--- config.mk ---
export PLATFORM = sky130hd
export DESIGN_NAME = reg_share_arbiter
export DESIGN_NICKNAME = d
export VERILOG_FILES = /design/src/rtl/reg_share_arbiter.sv
export SDC_FILE = /design/constraint.sdc
export NUM_CORES = 1
export LEC_CHECK = 0
export CORE_MARGIN = 4
export CORE_UTILIZATION = 40
export CTS_BUF_LIST = sky130_fd_sc_hd__clkbuf_8
export DETAILED_ROUTE_END_ITERATION = 8
export PLACE_DENSITY = 0.82
export SKIP_CTS_REPAIR_TIMING = 1
export SLEW_MARGIN = 30
export SYNTH_ARGS = -nofsm -noshare
export SYNTH_HDL_FRONTEND = slang
export SYNTH_SLANG_ARGS = --single-unit
export TNS_END_PERCENT = 1
--- constraint.sdc ---
create_clock -name clk -period 1.9 [get_ports clk]
set_input_delay 0.38 -clock clk [delete_from_list [all_inputs] [get_ports clk]]
set_output_delay 0.38 -clock clk [all_outputs]
set_load 0.01 [all_outputs]
--- src/rtl/reg_share_arbiter.sv ---
// reg_share_arbiter
//   Round-robin arbiter that lets four requesters share one WIDTH-bit
//   register. A granted requester either writes its wdata slice or only
//   performs a read-only access. Each completed access emits a one-cycle
//   done pulse, and the pointer then moves past the winner.
//
// Ports
//   clk    : system clock, rising edge
//   reset  : synchronous active-low reset
//   req    : [3:0] level-held requests, bit i = requester i
//   wr     : [3:0] per-requester operation, 1 = write, 0 = read-only
//   wdata  : [4*WIDTH-1:0] write data, requester i at [i*WIDTH +: WIDTH]
//   gnt    : [3:0] registered one-hot grant
//   done   : registered one-cycle completion pulse
//   busy   : high whenever the FSM is not in IDLE
//   q      : shared register value
//
// state   | meaning
// --------+---------------------------------------------------------
// IDLE    | waiting for requests; arbitrates from ptr on any req
// SERVE   | grant held; commits access next edge unless req withdrawn
// RELEASE | done pulse cycle; always returns to IDLE
module reg_share_arbiter #(
  parameter int WIDTH = 8
) (
  input  logic               clk,
  input  logic               reset,
  input  logic [3:0]         req,
  input  logic [3:0]         wr,
  input  logic [4*WIDTH-1:0] wdata,
  output logic [3:0]         gnt,
  output logic               done,
  output logic               busy,
  output logic [WIDTH-1:0]   q
);

  typedef enum logic [1:0] {IDLE, SERVE, RELEASE} state_t;

  state_t           state, state_n;
  logic [1:0]       ptr, ptr_n;
  logic [1:0]       sel, sel_n;
  logic [3:0]       gnt_n;
  logic             done_n;
  logic [WIDTH-1:0] q_n;

  logic             found;
  logic [1:0]       win;
  logic [1:0]       idx;

  // First set request found when scanning cyclically upward from ptr.
  always_comb begin
    found = 1'b0;
    win   = '0;
    idx   = '0;
    for (int k = 0; k < 4; k++) begin
      idx = ptr + 2'(k);
      if (!found && req[idx]) begin
        win   = idx;
        found = 1'b1;
      end
    end
  end

  always_comb begin
    state_n = state;
    ptr_n   = ptr;
    sel_n   = sel;
    gnt_n   = '0;
    done_n  = 1'b0;
    q_n     = q;
    case (state)
      IDLE: begin
        if (found) begin
          sel_n   = win;
          gnt_n   = 4'b0001 << win;
          state_n = SERVE;
        end
      end
      SERVE: begin
        // Only the granted requester's own lines matter here; a dropped
        // req abandons the access without moving the pointer.
        if (req[sel]) begin
          if (wr[sel]) q_n = wdata[sel*WIDTH +: WIDTH];
          done_n  = 1'b1;
          ptr_n   = sel + 2'd1;
          state_n = RELEASE;
        end else begin
          state_n = IDLE;
        end
      end
      RELEASE: state_n = IDLE;
      default: state_n = IDLE;
    endcase
  end

  always_ff @(posedge clk) begin
    if (!reset) begin
      state <= IDLE;
      ptr   <= '0;
      sel   <= '0;
      gnt   <= '0;
      done  <= 1'b0;
      q     <= '0;
    end else begin
      state <= state_n;
      ptr   <= ptr_n;
      sel   <= sel_n;
      gnt   <= gnt_n;
      done  <= done_n;
      q     <= q_n;
    end
  end

  assign busy = (state != IDLE);

endmodule

==> impl_metrics.env <==
export IMPL_firstDrtPassIters=4
export IMPL_finalSetupViolCount=0
export IMPL_path_max_fanout=3
export IMPL_cp_start_kind="register"
export IMPL_fp_row_count=18
export IMPL_p_comb_share_pct=31.4
export IMPL_multi_input_area_um2=613
export IMPL_ys_seq_area_share_pct=37.2
export IMPL_wirelength_mm=3.07
export IMPL_tns_ns=0
export IMPL_drt_initial_drc_count=45
export IMPL_synthCells=95
export IMPL_worst_pin_slew_ns=0.392
export IMPL_reg2reg_depth=4
export IMPL_seq_power_share_pct=42.1
export IMPL_ant_nets=0
export IMPL_required_ns=1.52
export IMPL_ys_top_cells_by_area="dfxtp_1 37%, mux4_2 20%, mux2i_1 9.8%"
export IMPL_grt_pass1_vias=1082
export IMPL_ir_drop_mv=0.632
export IMPL_clockPowerShare_pct=26.5
export IMPL_power_switching_mw=0.296
export IMPL_final_layout_size_suffix_gt1_share_pct=12.4
export IMPL_wl_per_cell_um=16.8
export IMPL_report_final_slew_viol_count=0
export IMPL_rsz0062_at_grt="false"
export IMPL_vias_per_cell=5.48
export IMPL_clockBufferDepth=2
export IMPL_rr_startpoint="sel[1]"
export IMPL_hold_ws_ns=0.456
export IMPL_cts_buffers=3
export IMPL_maxCapViolCount=0
export IMPL_grt_pass1_wl_mm=4.82
export IMPL_synthesis_nets=137
export IMPL_synth_area_um2=1020
export IMPL_skew_ns=0.00852
export IMPL_die_h_um=58.6
export IMPL_place_area_um2=1620
export IMPL_cts_tree="yes"
export IMPL_die_w_um=58.6
export IMPL_crit_arrival_ns=1.35
export IMPL_ioPinCount=56
export IMPL_place_gp_congestion=0.754
export IMPL_nFillCells=197
export IMPL_coreArea_um2=2450
export IMPL_holdPathStages=2
export IMPL_hold_path_class="register to register"
export IMPL_finalHoldViolations=0
export IMPL_fmax_mhz=578
export IMPL_area_growth_pct=62.4
export IMPL_clk_latency_ns=0.26
export IMPL_route_detailed_drc=0
export IMPL_async_reset_ff_share_pct=0
export IMPL_hold_end="q[0]"
export IMPL_crit_path_end_kind="output pin"
export IMPL_yosysTopAreaCellShare_pct=37.2
export IMPL_dr_total_vias=1002
export IMPL_finalCritPeriodShare_pct=91.1
export IMPL_p_leak_nw=0.662
export IMPL_synthTopCellsByCount="20 x nand2_1, 19 x dfxtp_1, 10 x mux2i_1, 9 x mux4_2, 4 x nor2b_1"
export IMPL_p_per_area_nw_per_um2=648
export IMPL_rrSetupSlack_ns=0.34
export IMPL_yosys_area_top_type="dfxtp_1"
export IMPL_p_int_mw=0.780
export IMPL_crit_type="register to output pin"
export IMPL_r2r_end="q[1]"
export IMPL_yosys_warnings=0
export IMPL_post_dp_hpwl_mm=2.36
export IMPL_power_mw=1.08
export IMPL_period_minus_slack_ns=1.73
export IMPL_max_slew_margin_rel_pct=73.9
export IMPL_cts_sinks=19
export IMPL_initial_core_util_pct=41.6
export IMPL_stdcell_area_um2=1660
export IMPL_dieArea_um2=3430
export IMPL_root_buffer="clkbuf_8"
export IMPL_synth_distinct_cells=28
export IMPL_synth_most_common_cell="nand2_1"
export IMPL_synth_ff_type="dfxtp_1"
export IMPL_ys_ff_latch=19
export IMPL_grt_max_degree=15
export IMPL_grt_ovfl_total=0
export IMPL_hold_start="q[0]"
export IMPL_ctsHtreeMaxLevel=1
export IMPL_antenna_found_initial=0
export IMPL_io_buffers=55
export IMPL_switching_share_pct=27.5
export IMPL_n_antenna_cell=0
export IMPL_status="complete, no violations"
export IMPL_syn_mean_instance_area_um2=10.8
export IMPL_seqCellArea_um2=380
export IMPL_clkSlewWorstSetupHoldPaths_ns=0.08
export IMPL_synth_edf_count=0
export IMPL_fin_nets=196
export IMPL_grtUsageTotal_pct=18.9
cells by family after synthesis:
group | synth area share [%]
and+or+nand+nor | 19.2
xor gates and xnor gates | 0.857
buffers and inverters | 2.82
muxes | 29.6
DFF | 37.2
AOI/OAI and AO/OA | 10.3
state kept, by name (all words and copies together), names as in the netlist:
register  cells
done          1
gnt           4
ptr           2
q             8
sel           2
state         2
cells in the final DEF (no fill, tap or decap), types with 2 or more instances in the layout:
master           synthesis  layout
nor3_1                   3       3
dfxtp_1                 19      19
mux2i_1                 10      10
clkdlybuf4s50_1          0      55
and2_1                   2       2
nor3b_1                  3       3
clkbuf_8                 0       3
inv_1                    1       2
nand2_1                 20      20
nor2b_1                  4       4
a21boi_1                 2       2
buf_4                    1       4
o211a_1                  2       2
o22ai_1                  2       2
mux4_2                   9       9
stage by stage:
step / setup WS [ns] / util [%] / std cells
3_5_place_dp: -0.0104 / 65.8 / 179
2_1_floorplan: 0.503 / - / 95
6_report: 0.169 / 67.6 / 183
5_1_grt: 0.0882 / 67.6 / 183
3_3_place_gp: 0.0809 / 65.8 / 179
4_1_cts: 0.174 / 67.6 / 183
worst max-delay path, stage by stage (launching register included):
cell and delay [ns]:
dfxtp_1 0.33, or2_1 0.27, clkdlybuf4s50_1 0.49
power groups by stage:
| stage | sequential, mW | clock, mW | combinational, mW |
|---|---|---|---|
| CTS | 0.452 | 0.288 | 0.338 |
| floorplan | 0.457 | 0 | 0.173 |
| global route | 0.456 | 0.302 | 0.362 |
| finish | 0.453 | 0.285 | 0.338 |
| global placement | 0.459 | 0 | 0.323 |
| detailed placement | 0.461 | 0 | 0.334 |
cell type report:
cell class	count	area share [%]
well taps	30	2.26
repair buffers	59	35.0
clock buffers	3	2.49
multi-input cells	70	36.9
inverters	1	0.226
flip-flops and latches	19	22.9
clock inverters	1	0.226
worst max-delay path by stage:
stage / from / end / slack (ns) / cells past startpoint
3_5_place_dp: req[2] / gnt[0] / -0.01 / 5
5_1_grt: req[2] / gnt[0] / 0.09 / 5
6_report: state[1] / busy / 0.17 / 2
2_1_floorplan: sel[0] / q[7] / 0.50 / 5
4_1_cts: state[1] / busy / 0.17 / 2
3_3_place_gp: req[2] / gnt[0] / 0.08 / 5
per-layer routing:
layer | vias to the layer above | part of all wire [%] | wire length [um] | global-route usage (%)
met1 | 479 | 38 | 1160 | 20.6
met3 | 9 | 6.9 | 211 | 3.73
met4 | 0 | 3.1 | 95 | 9.93
met5 | - | 0 | 0 | 0
li1 | 465 | - | - | -
met2 | 49 | 52 | 1600 | 34.1
Power figures use the tool's default switching activity.
